### config.mk
export PLATFORM = sky130hd
export DESIGN_NAME = adc_multichannel_apb
export DESIGN_NICKNAME = d
export VERILOG_FILES = /design/src/rtl/adc_multichannel_apb.sv
export SDC_FILE = /design/constraint.sdc
export NUM_CORES = 1
export LEC_CHECK = 0
export ABC_CLOCK_PERIOD_IN_PS = 2800
export CAP_MARGIN = 20
export CORE_MARGIN = 3
export CORE_UTILIZATION = 30
export CTS_CLUSTER_DIAMETER = 80
export DETAILED_ROUTE_END_ITERATION = 10
export GPL_TIMING_DRIVEN = 0
export PLACE_DENSITY = 0.58
export SYNTH_ARGS = -nofsm -noshare
export SYNTH_HDL_FRONTEND = slang
export SYNTH_SLANG_ARGS = --single-unit
### constraint.sdc
create_clock -name CLK -period 2.8 [get_ports CLK]
set_input_delay 0.28 -clock CLK [delete_from_list [all_inputs] [get_ports CLK]]
set_output_delay 0.28 -clock CLK [all_outputs]
set_load 0.05 [all_outputs]
### src/rtl/adc_multichannel_apb.sv
// adc_multichannel_apb: APB3 slave that sequences an external SAR ADC across
// NCH multiplexed channels and buffers channel-tagged samples in a FIFO.
// Optional macro ADC_TIMEOUT_EN adds a BUSY watchdog (STATUS.TO).
module adc_multichannel_apb #(
    parameter int unsigned DATA_WIDTH     = 10,
    parameter int unsigned NCH            = 4,
    parameter int unsigned FIFO_DEPTH     = 8,
    parameter int unsigned TIMEOUT_CYCLES = 255
) (
    input  logic                                   CLK,
    input  logic                                   RST,
    input  logic                                   PSEL,
    input  logic                                   PENABLE,
    input  logic                                   PWRITE,
    input  logic [31:0]                            PADDR,
    input  logic [31:0]                            PWDATA,
    input  logic [3:0]                             PSTRB,
    output logic                                   PREADY,
    output logic [31:0]                            PRDATA,
    output logic                                   PSLVERR,
    input  logic [DATA_WIDTH-1:0]                  DATA,
    input  logic                                   BUSY,
    output logic                                   SOC,
    output logic [((NCH > 1) ? $clog2(NCH) : 1)-1:0] CHSEL,
    output logic                                   IRQ
);
    localparam int unsigned CW = (NCH > 1) ? $clog2(NCH) : 1;
    localparam int unsigned AW = (FIFO_DEPTH > 1) ? $clog2(FIFO_DEPTH) : 1;
    localparam int unsigned EW = DATA_WIDTH + 4;
    localparam logic [AW:0] FULL_CNT = (AW + 1)'(FIFO_DEPTH);

    typedef enum logic [2:0] {StIdle, StSel, StSoc, StWaitHi, StWaitLo} state_e;

    state_e              state_q, state_d;
    logic                en_q, cont_q;
    logic [NCH-1:0]      mask_q;
    logic [5:0]          thr_q;
    logic                ovf_q, irq_q;
    logic [CW-1:0]       ptr_q, ptr_d, chsel_q, chsel_d;
    logic [EW-1:0]       mem [FIFO_DEPTH];
    logic [AW-1:0]       wptr_q, rptr_q;
    logic [AW:0]         count_q;
    logic                to_q, halt_q, timeout;

    // APB decode; PADDR[4:2] selects one of five registers
    logic        access, bad, wr_ok, rd_ok;
    logic [2:0]  idx;
    assign access  = PSEL & PENABLE;
    assign idx     = PADDR[4:2];
    assign bad     = (idx > 3'd4) | (PWRITE & (idx == 3'd2)) | (~PWRITE & (idx == 3'd3));
    assign wr_ok   = access & PWRITE & ~bad;
    assign rd_ok   = access & ~PWRITE & ~bad;
    assign PREADY  = access;
    assign PSLVERR = access & bad;

    logic [31:0] bmask, ctrl_rd, ctrl_new, status, fifo_rd;
    logic        ctrl_we, sts_we, start_req, ovf_clr, to_clr;
    assign bmask     = {{8{PSTRB[3]}}, {8{PSTRB[2]}}, {8{PSTRB[1]}}, {8{PSTRB[0]}}};
    assign ctrl_new  = (ctrl_rd & ~bmask) | (PWDATA & bmask);
    assign ctrl_we   = wr_ok & (idx == 3'd0);
    assign sts_we    = wr_ok & (idx == 3'd1) & PSTRB[0];
    assign ovf_clr   = sts_we & PWDATA[3];
    assign to_clr    = sts_we & PWDATA[4];
    assign start_req = wr_ok & (idx == 3'd3) & PSTRB[0] & PWDATA[0];

    // FIFO status and push/pop arbitration (a pop frees the slot for a same-cycle push)
    logic empty, full, pop, push_req, push, ovf_set;
    logic [EW-1:0] head;
    logic [3:0]    ch4;
    assign empty   = (count_q == '0);
    assign full    = (count_q == FULL_CNT);
    assign pop     = rd_ok & (idx == 3'd2) & ~empty;
    assign push    = push_req & (~full | pop);
    assign ovf_set = push_req & full & ~pop;
    assign head    = mem[rptr_q];

    // Register read views
    always_comb begin
        ctrl_rd            = '0;
        ctrl_rd[0]         = en_q;
        ctrl_rd[1]         = cont_q;
        ctrl_rd[8 +: NCH]  = mask_q;
        status             = '0;
        status[0]          = (state_q != StIdle);
        status[1]          = empty;
        status[2]          = full;
        status[3]          = ovf_q;
        status[4]          = to_q;
        status[8 +: AW+1]  = count_q;
        fifo_rd            = '0;
        ch4                = '0;
        ch4[CW-1:0]        = chsel_q;
        if (!empty) begin
            fifo_rd[DATA_WIDTH-1:0] = head[DATA_WIDTH-1:0];
            fifo_rd[19:16]          = head[EW-1 -: 4];
            fifo_rd[31]             = 1'b1;
        end
    end

    // Read data mux, zero outside a legal read access
    always_comb begin
        PRDATA = '0;
        if (rd_ok) begin
            case (idx)
                3'd0:    PRDATA = ctrl_rd;
                3'd1:    PRDATA = status;
                3'd2:    PRDATA = fifo_rd;
                3'd4:    PRDATA = {26'd0, thr_q};
                default: PRDATA = '0;
            endcase
        end
    end

    // Channel search: next masked channel from the pointer, lowest overall, any above current
    logic          sel_found, higher;
    logic [CW-1:0] sel_ch, low_ch;
    always_comb begin
        sel_found = 1'b0;
        higher    = 1'b0;
        sel_ch    = '0;
        low_ch    = '0;
        for (int i = NCH - 1; i >= 0; i--) begin
            if (mask_q[i]) begin
                low_ch = CW'(i);
                if (i >= int'(ptr_q)) begin
                    sel_found = 1'b1;
                    sel_ch    = CW'(i);
                end
                if (i > int'(chsel_q)) higher = 1'b1;
            end
        end
    end

    // Scan FSM next state; clearing EN aborts from any state without a push
    always_comb begin
        state_d  = state_q;
        ptr_d    = ptr_q;
        chsel_d  = chsel_q;
        push_req = 1'b0;
        case (state_q)
            StIdle: begin
                if (en_q && (mask_q != '0) && (start_req || (cont_q && !halt_q))) begin
                    state_d = StSel;
                    ptr_d   = '0;
                end
            end
            StSel: begin
                if (mask_q == '0) begin
                    state_d = StIdle;
                end else if (sel_found) begin
                    chsel_d = sel_ch;
                    state_d = StSoc;
                end else if (cont_q) begin
                    chsel_d = low_ch;
                    state_d = StSoc;
                end else begin
                    state_d = StIdle;
                end
            end
            StSoc:    state_d = StWaitHi;
            StWaitHi: begin
                if (BUSY)         state_d = StWaitLo;
                else if (timeout) state_d = StIdle;
            end
            StWaitLo: begin
                if (!BUSY) begin
                    push_req = 1'b1;
                    if (higher) begin
                        ptr_d   = chsel_q + 1'b1;
                        state_d = StSel;
                    end else if (cont_q) begin
                        ptr_d   = '0;
                        state_d = StSel;
                    end else begin
                        state_d = StIdle;
                    end
                end else if (timeout) begin
                    state_d = StIdle;
                end
            end
            default: state_d = StIdle;
        endcase
        if (!en_q) begin
            state_d  = StIdle;
            push_req = 1'b0;
        end
    end

    assign SOC   = (state_q == StSoc) & en_q;
    assign CHSEL = (state_q == StSel) ? chsel_d : chsel_q;
    assign IRQ   = irq_q;

    // Control registers, FSM state and FIFO pointers
    always_ff @(posedge CLK or negedge RST) begin
        if (!RST) begin
            state_q <= StIdle;
            en_q    <= 1'b0;
            cont_q  <= 1'b0;
            mask_q  <= '0;
            thr_q   <= '0;
            ovf_q   <= 1'b0;
            irq_q   <= 1'b0;
            ptr_q   <= '0;
            chsel_q <= '0;
            wptr_q  <= '0;
            rptr_q  <= '0;
            count_q <= '0;
        end else begin
            state_q <= state_d;
            ptr_q   <= ptr_d;
            chsel_q <= chsel_d;
            if (ctrl_we) begin
                en_q   <= ctrl_new[0];
                cont_q <= ctrl_new[1];
                mask_q <= ctrl_new[8 +: NCH];
            end
            if (wr_ok && (idx == 3'd4) && PSTRB[0]) thr_q <= PWDATA[5:0];
            ovf_q <= ovf_set | (ovf_q & ~ovf_clr);
            irq_q <= ((7'(count_q) >= {1'b0, thr_q}) && (thr_q != '0)) | ovf_q | to_q;
            if (push) wptr_q <= wptr_q + 1'b1;
            if (pop)  rptr_q <= rptr_q + 1'b1;
            if (push && !pop)      count_q <= count_q + 1'b1;
            else if (pop && !push) count_q <= count_q - 1'b1;
        end
    end

    // Sample storage; contents are invisible while empty so no reset is needed
    always_ff @(posedge CLK) begin
        if (push) mem[wptr_q] <= {ch4, DATA};
    end

`ifdef ADC_TIMEOUT_EN
    logic [31:0] tcnt_q;
    logic        to_fire, en_toggle;
    assign timeout   = ((state_q == StWaitHi) || (state_q == StWaitLo)) &&
                       ((tcnt_q + 32'd1) >= TIMEOUT_CYCLES);
    assign to_fire   = en_q & timeout & (((state_q == StWaitHi) & ~BUSY) |
                                         ((state_q == StWaitLo) & BUSY));
    assign en_toggle = ctrl_we & (ctrl_new[0] != en_q);

    // Watchdog counter restarts on every state entry; a timeout halts continuous scanning
    always_ff @(posedge CLK or negedge RST) begin
        if (!RST) begin
            tcnt_q <= '0;
            to_q   <= 1'b0;
            halt_q <= 1'b0;
        end else begin
            if (state_d != state_q) tcnt_q <= '0;
            else if ((state_q == StWaitHi) || (state_q == StWaitLo)) tcnt_q <= tcnt_q + 32'd1;
            to_q <= to_fire | (to_q & ~to_clr);
            if (to_fire)                     halt_q <= 1'b1;
            else if (start_req || en_toggle) halt_q <= 1'b0;
        end
    end
`else
    assign timeout = 1'b0;
    assign to_q    = 1'b0;
    assign halt_q  = 1'b0;
`endif

    logic unused_bits;
    assign unused_bits = ^{PADDR[31:5], PADDR[1:0], ctrl_new, to_clr};

endmodule
* After elaboration in Yosys (flattened, before gate mapping) *
Memories as Yosys holds them, arrays and structs flattened.
Index checks and enable logic that the tools add are counted.

storage, ports and cells
  register bits after elaboration = 31
  word-level logic and storage cells = 154
  memories kept = 1
  output and inout bits = 38
  RAM bits = 96
  bits of input ports = 84
  ROM bits = 0
  bits in latches = 0

memories
  name  depth  width  rd ports  clocked after Yosys merged registers in  wr ports  line  source
  mem   8      12     1         0                                        1         40    logic [EW-1:0] mem [FIFO_DEPTH];

cells by class
  mux-type cells = 55
  reductions and logical operators = 21
  bitwise gates (word level) = 37
  multiply operators = 0
  add/subtract/negate cells = 5
  shift operators = 0
  magnitude comparators = 8
  divide/modulo/power cells = 0
  eq/ne operators = 15

operators by type and width
  cell                                            number
  one-hot mux 32 bit (4 select lines)             1
  2-to-1 mux 2 bit                                22
  2-to-1 mux 32 bit                               1
  bitwise AND 12 bit                              2
  bitwise AND 1 bit                               22
  2-to-1 mux 1 bit                                21
  one-hot mux 3 bit (5 select lines)              1
  == test 3 x 2 -> 1 bit (second input constant)  4
  2-to-1 mux 3 bit                                4
  2-to-1 mux 4 bit                                3
  inequality test 3 bit (second input constant)   4
  NOT 12 bit                                      1
  bitwise OR 12 bit                               1
  2-to-1 mux 10 bit                               1
  logical NOT 4 bit                               2
  logical AND 1 bit                               7
  adder 3 x 1 -> 3 bit (second input constant)    2
  == test 3 x 1 -> 1 bit (second input constant)  2
  == test 3 bit (second input constant)           2
  greater-or-equal comparator 4 x 6 -> 1 bit      1
  logical NOT 3 bit                               2
  NOT 1 bit                                       6
  nonzero test 6 bit                              1
  bitwise OR 1 bit                                5
  18 further kinds                                23

* Logic depth before layout (Yosys ltp) *
  word-level depth = 14
  gate-level depth with buffers = 12
  mapped depth without buffers = 11

* Worst setup path after synthesis *
Ideal clock, no wire load.

  kind = reg2reg
  start = register count_q[0]
  end = register count_q[3]
  library setup time = 0.125 ns
  arrival time = 2.495 ns
  period minus slack after synthesis = 2.620 ns
  cell stages (with the launch flop) = 13
  buffers on the path = 2
  setup slack = 0.180 ns
  required time = 2.675 ns
  cell sequence = dfrtp_1 -> nor4_1 -> or4b_1 -> buf_2 -> buf_6 -> ha_1 -> inv_1 -> ha_1 -> a21o_1 -> a21oi_1 -> xnor2_1 -> nor2_1 -> xor2_1

between the ends
  cells in the longest elaborated chain, start to end = 8
  elaborated cells between the ends (all ways) = 16
  those cells by class = add/sub (2); eq/ne (1); mux (2); bitwise (5); reduce/logical (6)

RTL lines
  item                          line  source
  from (decl)                   42    logic [AW:0] count_q;
  from (signal assigned)        222   if (push && !pop) count_q <= count_q + 1'b1;
  from (signal assigned)        223   else if (pop && !push) count_q <= count_q - 1'b1;
  logical NOT 4 bit             70    assign empty = (count_q == '0);
  NOT 1 bit                     72    assign pop = rd_ok & (idx == 3'd2) & ~empty;
  bitwise AND 1 bit             72
  bitwise OR 1 bit              73    assign push = push_req & (~full | pop);
  bitwise AND 1 bit             73
  logical NOT 1 bit             223
  logical AND 1 bit             223
  nonzero test 2 bit (no line)  --

Several ways; a longest one is shown, not always the timed one. The select of a mux whose other input is x is not followed.
A chain may end at the register's enable or synchronous reset.

* Worst setup path in the final report *
  start = register count_q[1]
  end = register count_q[3]

The elaborated chain is that of the path after synthesis.

==> reports/results.tsv <==
metric	value	unit
clk_pin_slew	0.05	ns
placed_area	6830	um^2
drt-total-wl	13200	um
dieWidth	145	um
final_antenna_net_count	0	
crit_buf_inv	3	
io_buffers	51	
layout-drive-gt1-share	28.2	%
min_path_type	primary input to flip-flop	
netlist_area	5820	um^2
htreeDepth	4	
worstPathRequired	3.09	ns
synth-seq-cells	127	
first_iter_violations	198	
clock_path_buffers	2	
final_design_area_no_fill	7480	um^2
hpwl	9260	um
grt_overflow	0	
coreArea	18900	um^2
drt_first_pass_iters	5	
fin_ws	0.0470	ns
nFillCells	1800	
start_kind	flip-flop	
detail_route.drc_violations	0	
cts_buffers	17	
rsz0062_at_grt	yes	
area.growth.synth_to_final	28.4	%
grt_pass1_wl	20600	um
final_util	39.6	%
min_period	2.75	ns
grt_max_degree	32	
yosysWarningCount	0	
synth_cells	382	
ys_types	63	
crit_arrival	3.04	ns
relSlewSlack	48.2	%
crit_top_cell	ha_1	
antenna_found_initial	0	
synth_edf_count	96	
drv_slew	0	
whs	0.476	ns
wl_per_cell	17.6	um
path_class	flip-flop to flip-flop	
vias	3479	
cp_max_fo	10	
grt_pass1_vias	3583	
pre_cts_ws	-0.477	ns
ctsRootBufferMaster	clkbuf_16	
synthArstFlopShare	24.4	%
critPathSlowestCell	or4b_1	
yosysSeqAreaShare	62.8	%
hold_viol_final	0	
die_area	21100	um^2
worstMarginPinSlew	0.777	ns
nets	578	
timing.fmax	363	MHz
initial_core_util	30.8	%
ioPinCount	122	
grt_usage	12.9	%
rows	50	
synthFlopType	edfxtp_1	
path_cells	nor4_2 -> or4b_1 -> buf_2 -> buf_6 -> ha_1 -> inv_1 -> ha_1 -> a21o_1 -> a21oi_1 -> xnor2_1 -> nor2_1 -> xor2_1	
critPathCaptureType	flip-flop	
outcome	complete, no violations	
fin_setup_tns	0	ns
finalCritPeriodShare	98.3	%
finalClockSkew	0.00781	ns
die_h	145	um
numClockSinks	127	
setup_viol	0	
drt-vias-per-instance	4.62	
crit_path_max_incr_delay	0.54	ns
synth.avg_cell_area	15.2	um^2
max_cap_violations	0	
cellPowerDensity	733	nW/um^2
worst_skew_pair.late_latency	0.42	ns
cts_tree	built	
crit_family	simple AND/OR/NAND/NOR gates	
leakage	2.76	nW
gp_congestion	0.800	
diodes	0	
vdd_ir_drop_max	401	uV
-- timing repair --
item,in CTS,in global routing
gates resized for setup,68,12
gates cloned,0,0
endpoints found under the setup margin,24,7
buffers inserted,1,3
hold buffers,1,0
endpoints found under the hold margin,31,0
-- cells in the mapped netlist, types with 6 or more instances --
master,number,area [um^2]
buf_4,19,143
buf_2,6,30.0
nor2_1,18,67.6
o21ai_0,7,35.0
a21oi_1,10,50.1
nand2_1,24,90.1
mux2_1,7,78.8
inv_1,13,48.8
mux2_2,7,78.8
o22ai_1,7,43.8
dfrtp_1,31,776
ha_1,12,150
nand2b_1,6,37.5
mux4_2,24,541
mux2i_1,16,160
edfxtp_1,96,2880
-- registers in the layout (all words and copies together) (netlist names), 2 cells and up, named ones only --
| register | flops |
|---|---|
| thr_q | 6 |
| ptr_q | 2 |
| count_q | 4 |
| state_q | 3 |
| rptr_q | 3 |
| mem | 96 |
| wptr_q | 3 |
| chsel_q | 2 |
-- path summary, 6_finish.rpt --
kind | slack (ns) | cells past startpoint | to | start
setup / recovery | 0.05 | 12 | count_q[3]$_DFFE_PN0P_ | count_q[1]$_DFFE_PN0P_
hold reg to reg | 0.52 | 1 | IRQ$_DFF_PN0_ | thr_q[4]$_DFFE_PN0P_
setup reg to reg | 0.05 | 12 | count_q[3]$_DFFE_PN0P_ | count_q[1]$_DFFE_PN0P_
min in group asynchronous | 0.49 | 2 | chsel_q[0]$_DFF_PN0_ | RST
hold / removal | 0.48 | 2 | thr_q[4]$_DFFE_PN0P_ | PWDATA[4]
max in group asynchronous | 1.78 | 2 | async pin | RST
-- report_power, final --
group	switching [mW]	internal (mW)
Sequential	0.116	2.13
Combinational	0.540	0.488
Clock	0.810	1.40
-- area by class of cell --
type	instances	area [um^2]	share of cell area, %
Timing Repair Buffer	64	611	8.16
Sequential cell	127	3660	49.0
Clock buffer	18	429	5.74
Buffer	33	233	3.11
Clock inverter	13	161	2.16
Multi-Input combinational cell	223	2000	26.7
Tap cell	260	325	4.35
Inverter	15	57.6	0.769
-- layer usage --
layer	wire length, um	GRT usage, %	vias up
li1	-	-	1637
met1	5940	16.8	1726
met2	6380	20.3	99
met3	712	4.30	17
met4	193	4.42	0
met5	0	0	-
-- logic make-up after synthesis --
group / after synthesis / share of synthesized area, %
flops: 127 / 62.8
other cells: 1 / 0.0644
fa+ha+maj: 13 / 2.92
xor+xnor: 8 / 1.33
compound gates: 49 / 5.82
simple gates: 82 / 7.69
mux: 54 / 14.7
buf+inv: 48 / 4.62
-- through the flow --
step / instances / power (mW)
2_1_floorplan: 398 / 2.99
3_3_place_gp: 709 / 3.26
3_5_place_dp: 717 / 3.28
4_1_cts: 750 / 5.52
5_1_grt: 753 / 5.73
6_report: 753 / 5.48
-- placed cells by master, fill, tap and decap left out, types with 3 or more instances in the layout --
cell type / netlist / routed
edfxtp_1: 96 / 96
clkdlybuf4s50_1: 0 / 30
dfrtp_1: 31 / 26
buf_4: 19 / 25
mux4_2: 24 / 24
nand2_1: 24 / 24
nor2_1: 18 / 17
conb_1: 1 / 17
clkbuf_16: 0 / 17
mux2i_1: 16 / 16
inv_1: 13 / 13
ha_1: 12 / 12
buf_2: 6 / 11
a21oi_1: 10 / 10
buf_6: 1 / 9
clkdlybuf4s15_2: 0 / 7
o22ai_1: 7 / 7
o21ai_0: 7 / 7
mux2_2: 7 / 7
mux2_1: 7 / 7
nand2b_1: 6 / 6
dlygate4sd2_1: 0 / 6
xnor2_1: 5 / 5
dfrtp_2: 0 / 5
nor2b_1: 4 / 4
a21o_1: 4 / 4
nor4_2: 0 / 3
clkbuf_2: 1 / 3
clkbuf_1: 4 / 3
nor3_1: 5 / 3
a31oi_1: 3 / 3
inv_6: 0 / 3
bufinv_16: 0 / 3
Power figures use the tool's default switching activity.
